<file path="src/rtl/opentrig_frame_pkg.sv">
`default_nettype none
// ============================================================================
// Module      : opentrig_frame_pkg
// Description : Shared definitions for the OpenTrig 128-bit event frame:
//               frame length, framing bytes, field bit positions and the
//               reader FSM state encoding. The SPI slave side uses the same
//               field positions.
// Revision    : 1.0 - initial release
// ============================================================================
package opentrig_frame_pkg;

   localparam int FRAME_BITS = 128;
   localparam logic [7:0] START_BYTE = 8'h7E;
   localparam logic [7:0] END_BYTE   = 8'h7D;

   // Field bit positions within the frame (bit 127 is sent first).
   localparam int START_MSB    = 127;
   localparam int START_LSB    = 120;
   localparam int TRIG_ID_MSB  = 119;
   localparam int TRIG_ID_LSB  = 104;
   localparam int CYCLE_MSB    = 87;
   localparam int CYCLE_LSB    = 40;
   localparam int VETO_BIT     = 39;
   localparam int INT_TRIG_BIT = 38;
   localparam int DATA_MSB     = 31;
   localparam int DATA_LSB     = 8;
   localparam int END_MSB      = 7;
   localparam int END_LSB      = 0;

   typedef enum logic [2:0] {
      ST_IDLE  = 3'd0,
      ST_SETUP = 3'd1,
      ST_LOW   = 3'd2,
      ST_HIGH  = 3'd3,
      ST_HOLD  = 3'd4,
      ST_GAP   = 3'd5
   } reader_state_t;

endpackage : opentrig_frame_pkg
`default_nettype wire

</file>
<file path="src/rtl/spi_frame_reader_sync.sv">
`default_nettype none
// ============================================================================
// Module      : spi_frame_reader_sync
// Description : Two-flop synchroniser for a single asynchronous input.
// Ports       : clk   - destination clock
//               reset - asynchronous active-high reset (loads RESET_VAL)
//               d     - asynchronous input
//               q     - synchronised output
// Revision    : 1.0 - initial release
// ============================================================================
module spi_frame_reader_sync #(
   parameter logic RESET_VAL = 1'b0
) (
   input  logic clk,
   input  logic reset,
   input  logic d,
   output logic q
);

   logic meta;

   always_ff @(posedge clk or posedge reset) begin
      if (reset) begin
         meta <= RESET_VAL;
         q    <= RESET_VAL;
      end else begin
         meta <= d;
         q    <= meta;
      end
   end

endmodule : spi_frame_reader_sync
`default_nettype wire

</file>
<file path="src/rtl/spi_frame_reader.sv">
`default_nettype none
// ============================================================================
// Module      : spi_frame_reader
// Description : SPI mode-0 master that reads one 128-bit event frame (MSB
//               first) on an interrupt_n falling edge or a start pulse,
//               checks the 0x7E/0x7D framing bytes and presents the decoded
//               fields with a one-cycle frame_valid / frame_error strobe.
// Ports       : sampling_clk, reset      - clock, async active-high reset
//               interrupt_n, start       - frame requests
//               spi_clk/spi_cs/spi_si    - SPI master outputs
//               spi_so                   - SPI MISO input
//               busy                     - transfer plus CS idle gap active
//               frame_valid/frame_error  - result strobes
//               trigger_id, trigger_cycle, veto, internal_trig, data - fields
// Revision    : 1.0 - initial release
// ============================================================================
module spi_frame_reader
   import opentrig_frame_pkg::*;
#(
   parameter int CLK_DIV  = 4,
   parameter int CS_SETUP = 2,
   parameter int CS_HOLD  = 2,
   parameter int CS_IDLE  = 4
) (
   input  logic        sampling_clk,
   input  logic        reset,
   input  logic        interrupt_n,
   input  logic        start,
   output logic        spi_clk,
   output logic        spi_cs,
   output logic        spi_si,
   input  logic        spi_so,
   output logic        busy,
   output logic        frame_valid,
   output logic        frame_error,
   output logic [15:0] trigger_id,
   output logic [47:0] trigger_cycle,
   output logic        veto,
   output logic        internal_trig,
   output logic [23:0] data
);

   localparam int CNT_W = 16;

   reader_state_t         state;
   logic [CNT_W-1:0]      cnt;
   logic [6:0]            bit_cnt;
   logic [FRAME_BITS-1:0] shift;
   logic                  int_sync;
   logic                  int_prev;
   logic                  request;
   logic                  div_last;

   // interrupt_n idles high, so the chain resets high to avoid a false edge.
   spi_frame_reader_sync #(.RESET_VAL(1'b1)) u_int_sync (
      .clk   (sampling_clk),
      .reset (reset),
      .d     (interrupt_n),
      .q     (int_sync)
   );

   // Only a high-to-low transition requests a frame; a held-low line does not.
   assign request  = (int_prev & ~int_sync) | start;
   assign div_last = (cnt == CNT_W'(CLK_DIV - 1));
   assign spi_si   = 1'b0;

   always_ff @(posedge sampling_clk or posedge reset) begin
      if (reset) begin
         state         <= ST_IDLE;
         cnt           <= '0;
         bit_cnt       <= '0;
         shift         <= '0;
         int_prev      <= 1'b1;
         spi_clk       <= 1'b0;
         spi_cs        <= 1'b1;
         busy          <= 1'b0;
         frame_valid   <= 1'b0;
         frame_error   <= 1'b0;
         trigger_id    <= '0;
         trigger_cycle <= '0;
         veto          <= 1'b0;
         internal_trig <= 1'b0;
         data          <= '0;
      end else begin
         int_prev    <= int_sync;
         frame_valid <= 1'b0;
         frame_error <= 1'b0;

         case (state)
            ST_IDLE: begin
               if (request) begin
                  spi_cs <= 1'b0;
                  busy   <= 1'b1;
                  cnt    <= '0;
                  state  <= ST_SETUP;
               end
            end

            ST_SETUP: begin
               if (cnt == CNT_W'(CS_SETUP - 1)) begin
                  cnt     <= '0;
                  bit_cnt <= 7'd127;
                  state   <= ST_LOW;
               end else begin
                  cnt <= cnt + 1'b1;
               end
            end

            ST_LOW: begin
               if (div_last) begin
                  cnt     <= '0;
                  spi_clk <= 1'b1;
                  state   <= ST_HIGH;
               end else begin
                  cnt <= cnt + 1'b1;
               end
            end

            ST_HIGH: begin
               if (div_last) begin
                  // Sample just before the falling edge: the slave changes
                  // spi_so only after the fall, so this is the widest margin.
                  cnt     <= '0;
                  spi_clk <= 1'b0;
                  shift   <= {shift[FRAME_BITS-2:0], spi_so};
                  if (bit_cnt == 7'd0) begin
                     state <= ST_HOLD;
                  end else begin
                     bit_cnt <= bit_cnt - 1'b1;
                     state   <= ST_LOW;
                  end
               end else begin
                  cnt <= cnt + 1'b1;
               end
            end

            ST_HOLD: begin
               if (cnt == CNT_W'(CS_HOLD - 1)) begin
                  cnt    <= '0;
                  spi_cs <= 1'b1;
                  state  <= ST_GAP;
               end else begin
                  cnt <= cnt + 1'b1;
               end
            end

            ST_GAP: begin
               // First gap cycle is the one in which spi_cs is seen high.
               if (cnt == '0) begin
                  if (shift[START_MSB:START_LSB] == START_BYTE &&
                      shift[END_MSB:END_LSB] == END_BYTE) begin
                     trigger_id    <= shift[TRIG_ID_MSB:TRIG_ID_LSB];
                     trigger_cycle <= shift[CYCLE_MSB:CYCLE_LSB];
                     veto          <= shift[VETO_BIT];
                     internal_trig <= shift[INT_TRIG_BIT];
                     data          <= shift[DATA_MSB:DATA_LSB];
                     frame_valid   <= 1'b1;
                  end else begin
                     frame_error <= 1'b1;
                  end
               end
               if (cnt == CNT_W'(CS_IDLE - 1)) begin
                  cnt   <= '0;
                  busy  <= 1'b0;
                  state <= ST_IDLE;
               end else begin
                  cnt <= cnt + 1'b1;
               end
            end

            default: begin
               state <= ST_IDLE;
            end
         endcase
      end
   end

endmodule : spi_frame_reader
`default_nettype wire

</file>
<file path="config.mk">
export PLATFORM = sky130hd
export DESIGN_NAME = spi_frame_reader
export DESIGN_NICKNAME = d
export VERILOG_FILES = /design/src/rtl/opentrig_frame_pkg.sv /design/src/rtl/spi_frame_reader_sync.sv /design/src/rtl/spi_frame_reader.sv
export SDC_FILE = /design/constraint.sdc
export NUM_CORES = 1
export LEC_CHECK = 0
export ABC_CLOCK_PERIOD_IN_PS = 10000
export BUFFER_PORTS_ARGS = -buffer_cell sky130_fd_sc_hd__buf_2
export CORE_MARGIN = 1.5
export CORE_UTILIZATION = 55
export DETAILED_ROUTE_END_ITERATION = 6
export PLACE_DENSITY_LB_ADDON = 0.2
export SLEW_MARGIN = 40
export SYNTH_ARGS = -nofsm -noshare
export SYNTH_HDL_FRONTEND = slang
export SYNTH_HIERARCHICAL = 1
export SYNTH_SLANG_ARGS = --single-unit
</file>
<file path="constraint.sdc">
create_clock -name sampling_clk -period 10 [get_ports sampling_clk]
set_clock_uncertainty 0.05 [all_clocks]
set_input_delay 0.5 -clock sampling_clk [delete_from_list [all_inputs] [get_ports sampling_clk]]
set_output_delay 0.5 -clock sampling_clk [all_outputs]
set_load 0.01 [all_outputs]
</file>
== After elaboration in Yosys (flattened, before gate mapping) ==
Cells that the tools add are included.

* Register bits: 252
* Input port bits: 5
* Logic and storage cells: 87

* $add $sub $neg: 2
* Eq/ne operators: 16
* Mux-type cells: 30
* Bitwise logic cells: 3
* Reductions and logical operators: 19

{| class="wikitable"
|+ Operators with widths
! operator !! count
|-
| $mux W16 || 3
|-
| $pmux W16 S3 || 1
|-
| $mux W3 || 7
|-
| $mux W7 || 3
|-
| $pmux W3 S6 || 1
|-
| $add A16 B1 Y16 const B || 1
|-
| $eq A16 B1 Y1 const B || 1
|-
| $eq A16 B2 Y1 const B || 1
|-
| $eq A8 B7 Y1 const B || 2
|-
| $logic_not A16 Y1 || 1
|-
| $ne A2 B2 Y1 const B || 7
|-
| $pmux W7 S2 || 1
|-
| $reduce_and A3 Y1 || 4
|-
| $mux W1 || 11
|-
| $reduce_bool A2 Y1 || 4
|-
| $logic_not A7 Y1 || 1
|-
| $sub A7 B1 Y7 const B || 1
|-
| $eq A3 B2 Y1 const B || 2
|-
| $eq A3 B3 Y1 const B || 2
|-
| $pmux W1 S2 || 3
|-
| $reduce_and A6 Y1 || 1
|-
| $reduce_and A2 Y1 || 2
|-
| $reduce_and A4 Y1 || 1
|-
| $eq A3 B1 Y1 const B || 1
|-
| other kinds (8) || 8
|}

== Longest topological paths before layout ==
* Depth after elaboration: 5
* Depth in mapped cells: 8

== Cells and area by module ==
The synthesis kept the hierarchy.

{| class="wikitable"
|+ Modules (own cells, without submodules)
! module !! instances !! cells each !! area an instance (um^2)
|-
| spi_frame_reader || 1 || 787 || 10536.4
|-
| spi_frame_reader_sync || 1 || 3 || 56.3
|}

== Least setup slack after synthesis ==
No wires, ideal clock.

* Path type: register -> register
* Start point: register cnt[12]
* End point: register data[0]
* Setup time: 0.125 ns
* Data arrival time: 1.996 ns
* Required time: 9.825 ns
* Slack: 7.829 ns
* Stages on the path, launching flop included: 8
* Buffers on the path: 2
* Period minus slack after synthesis: 2.171 ns
* Path through: dfrtp_1 or4_4 nor2_4 and4_1 and2_4 buf_12 buf_12 mux2_4

* Longest elaborated chain between the ends: 2

{| class="wikitable"
|+ Ends and longest elaborated chain
! element !! line !! text
|-
| start, declared || spi_frame_reader.sv:46 || <nowiki>logic [CNT_W-1:0] cnt;</nowiki>
|-
| start signal, assigned || spi_frame_reader.sv:105 || <nowiki>cnt <= cnt + 1'b1;</nowiki>
|-
| start signal, assigned || spi_frame_reader.sv:115 || <nowiki>cnt <= cnt + 1'b1;</nowiki>
|-
| start signal, assigned || spi_frame_reader.sv:133 || <nowiki>cnt <= cnt + 1'b1;</nowiki>
|-
| $logic_not A16 Y1 || spi_frame_reader.sv:149 || <nowiki>if (cnt == '0) begin</nowiki>
|-
| $reduce_and A3 Y1 (no line) || - ||
|-
| end signal, assigned || spi_frame_reader.sv:156 || <nowiki>data <= shift[DATA_MSB:DATA_LSB];</nowiki>
|-
| end, declared || spi_frame_reader.sv:40 || <nowiki>output logic [23:0] data</nowiki>
|}

No other way between the ends.
A chain may end at the register's enable or synchronous reset.

== Worst setup path after layout ==
* Start point: register cnt[8]
* End point: register trigger_cycle[10]

* Longest elaborated chain between the ends: 2

{| class="wikitable"
|+ Ends and longest elaborated chain
! element !! line !! text
|-
| $logic_not A16 Y1 || spi_frame_reader.sv:149 ||
|-
| $reduce_and A3 Y1 (no line) || - ||
|-
| end signal, assigned || spi_frame_reader.sv:153 || <nowiki>trigger_cycle <= shift[CYCLE_MSB:CYCLE_LSB];</nowiki>
|-
| end, declared || spi_frame_reader.sv:37 || <nowiki>output logic [47:0] trigger_cycle,</nowiki>
|}

No other way between the ends.

==> run_results.csv <==
group,metric,value,unit
finish,area_delta_synth_final,12.83,%
global_route,grt_pass1_vias,6384,
yosys,synth_most_common_cell,"dfrtp_1",
global_route,grt_max_degree,131,
flow_run,drv_cap,0,
clock_network,cts_tree,"done",
place,place_area,11070,um2
power,comb_power_share,0.113,
critical_path,required,10360,ps
critical_path,critPathLaunchType,"register",
yosys,syn_area,10590,um2
critical_path,slowest_delay,650,ps
global_route,antenna_found_initial,0,
global_route,grt_first_pass_wirelength,32040,um
floorplanning,dieArea,20100,um2
yosys,yosysTopAreaCell,"dfrtp_1",
detailed_routing,drt-total-wl,18870,um
yosys,synth_edf_count,0,
clock_network,cts_max_path_buffers,3,
clock_network,clock_tree.root_cell,"clkbuf_16",
power,power_frac_seq,0.478,
place,dp_cells,1092,
place,dp_slack,6740,ps
critical_path,crit_family,"simple AND/OR/NAND/NOR gates",
yosys,netlist.area_leader.share,0.5859,
power,ir_drop,0.0001672,V
clock_network,clkSinkCount,252,
sta,hold_ws,26.47,ps
yosys,synth_area_leaders,"dfrtp_1 59%, mux2_4 13%, nand2_1 6.2%",
clock_network,clock_latency,530,ps
finish,n_fill_cell,1384,
sta,fmax,304.8,MHz
clock_network,cts_buffers,27,
finish,layoutNonFillerInstCount,1143,
floorplanning,rows,50,
yosys,synth-seq-area-share,0.5958,
floorplanning,die_h,141.8,um
yosys,synth_warnings,6,
sta,setup_tns,0,ps
critical_path,crit_fanout,55,
yosys,synthTopCellsByCount,"248 x dfrtp_1, 174 x nand2_1, 90 x mux2_4, 50 x mux2_1",
finish,nets,898,
hold_path,hp-class,"input pin to register",
power,p_per_area,195.9,nW/um2
detailed_routing,drt-wirelength-per-cell,16.51,um
sta,slew-limit-headroom,0.5086,
critical_path,crit_type,"register to register",
sta,hold_violations,0,
power,p_clk_frac,0.409,
critical_path,critical_path.cell_chain,"nor4_1, and3_1, and4_1, and2_4, buf_6, mux2_4",
detailed_routing,antenna_left,0,
yosys,syn_area_per_cell,13.41,um2
place,io_buffers,99,
floorplanning,die_w,141.8,um
sta,fin_crit,3280,ps
detailed_routing,drt_iter0_drc,317,
global_route,grt_remaining_overflow,0,
power,p_int,1.727,mW
yosys,synth-seq-cells,252,
place,gp_congestion,0.8704,
detailed_routing,firstDrtPassIters,4,
critical_path,cp-end-kind,"register",
power,p_leak,6.338,nW
finish,drive_above_1_share,0.3091,
sta,setup_viol,0,
yosys,synth_cell_types,48,
detailed_routing,post-route-drc-count,0,
power,power_switching,614.9,uW
finish,diodes,0,
outcome,outcome,"complete, no violations",
sta,finalWorstSetupSlack,6720,ps
yosys,syn-num-nets,800,
detailed_routing,avgViaCountPerCell,5.443,
sta,worst_pin_slew,737.0,ps
detailed_routing,vias,6221,
floorplanning,io_pins,101,
clock_network,htreeDepth,1,
floorplanning,initial_core_util,0.5644,
sta,rsz0062_at_grt,"false",
yosys,synth_ff_type,"dfrtp_1",
critical_path,crit_arrival,3640,ps
clock_network,cts_resized,0,
power,netSwitchingFraction,0.2626,
finish,final_area,11950,um2
global_route,grt_use_total,0.1931,
clock_network,path_clk_slew,60,ps
critical_path,cp_slowest_cell,"buf_6",
place,dpl.hpwl,12020,um
sta,fin_crit_sh,0.3280,
sta,slew_violations,0,
yosys,netlist_instances,790,
floorplanning,core_area,18770,um2
yosys,synthArstFlopShare,1.000,
critical_path,critPathBufInv,1,
[state kept, by name, summed over array words and instances (netlist names)]
register,count
trigger_cycle,48
spi_cs,1
trigger_id,16
u_int_sync/q,1
frame_error,1
shift,128
internal_trig,1
data,24
int_prev,1
state,3
cnt,16
veto,1
spi_clk,1
u_int_sync/meta,1
frame_valid,1
busy,1
bit_cnt,7
[power groups by stage]
stage                     logic [mW]  registers (mW)  clock network [mW]
after floorplan                0.228            1.12                   0
after global placement         0.252            1.13                   0
after detailed placement       0.265            1.14                   0
after CTS                      0.265            1.12               0.977
after global routing           0.294            1.13                1.02
final                          0.264            1.12               0.958
[final cells by class]
cell class	instances	area [um2]	area share
timing repair buffer	107	564.3	0.04722
tap	234	292.8	0.02450
inverter	12	57.56	0.004816
clock buffer	40	784.5	0.06564
clock inverter	10	81.33	0.006805
multi-input combinational	488	3860	0.3230
sequential	252	6311	0.5281
[cells in the final DEF (no fill, tap or decap), types with 9 or more instances in the layout]
cell	count
nand2_1	174
dfrtp_1	248
mux2_4	90
inv_1	11
mux2_1	50
nand3_1	9
mux2_2	28
clkbuf_16	27
nor4_1	9
xnor2_1	14
nand4_1	9
buf_2	101
nor2_1	28
[through the flow]
stage,utilization,total power [mW]
after global placement,0.5887,1.382
after CTS,0.6365,2.360
after floorplan,-,1.344
after detailed placement,0.5899,1.400
after global routing,0.6368,2.438
final,0.6368,2.342
[routing by layer]
metal	vias up	wire, um	track usage	share of wire
li1	2887	-	-	-
met1	3166	8599	0.2713	0.46
met2	139	9125	0.3160	0.48
met3	29	756	0.02970	0.040
met4	0	392	0.05263	0.021
met5	-	0	0	0
[kinds of logic (layout without fill, tap and decap cells)]
family,Yosys count,in the layout,synth area share
adders and majority gates,5,5,0.005906
xor gates and xnor gates,14,14,0.01158
muxes,171,171,0.2133
and+or+nand+nor,269,269,0.1161
DFF,252,252,0.5958
other,1,1,0.0003540
AOI/OAI and AO/OA,28,28,0.01689
buffers and inverters,50,169,0.04004
[path summary, 6_finish.rpt]
path / startpoint / slack (ps) / endpoint / cells after the start
setup / recovery: cnt[8]$_DFFE_PP0P_ / 6720 / trigger_cycle[10]$_DFFE_PP0P_ / 6
hold / removal: interrupt_n / 30 / u_int_sync/meta$_DFF_PP1_ / 1
setup reg to reg: cnt[8]$_DFFE_PP0P_ / 6720 / trigger_cycle[10]$_DFFE_PP0P_ / 6
hold reg to reg: u_int_sync/meta$_DFF_PP1_ / 310 / u_int_sync/q$_DFF_PP1_ / 0
max in group asynchronous: reset / 8190 / internal_trig$_DFFE_PP0P_ / 4
min in group asynchronous: reset / 550 / u_int_sync/q$_DFF_PP1_ / 3
[what timing repair did]
item,CTS,global route
setup endpoints to repair,0,0
endpoints found under the hold margin,2,0
setup buffers,0,0
hold buffers,1,0
Note: power is estimated with default switching activity, not from simulation.
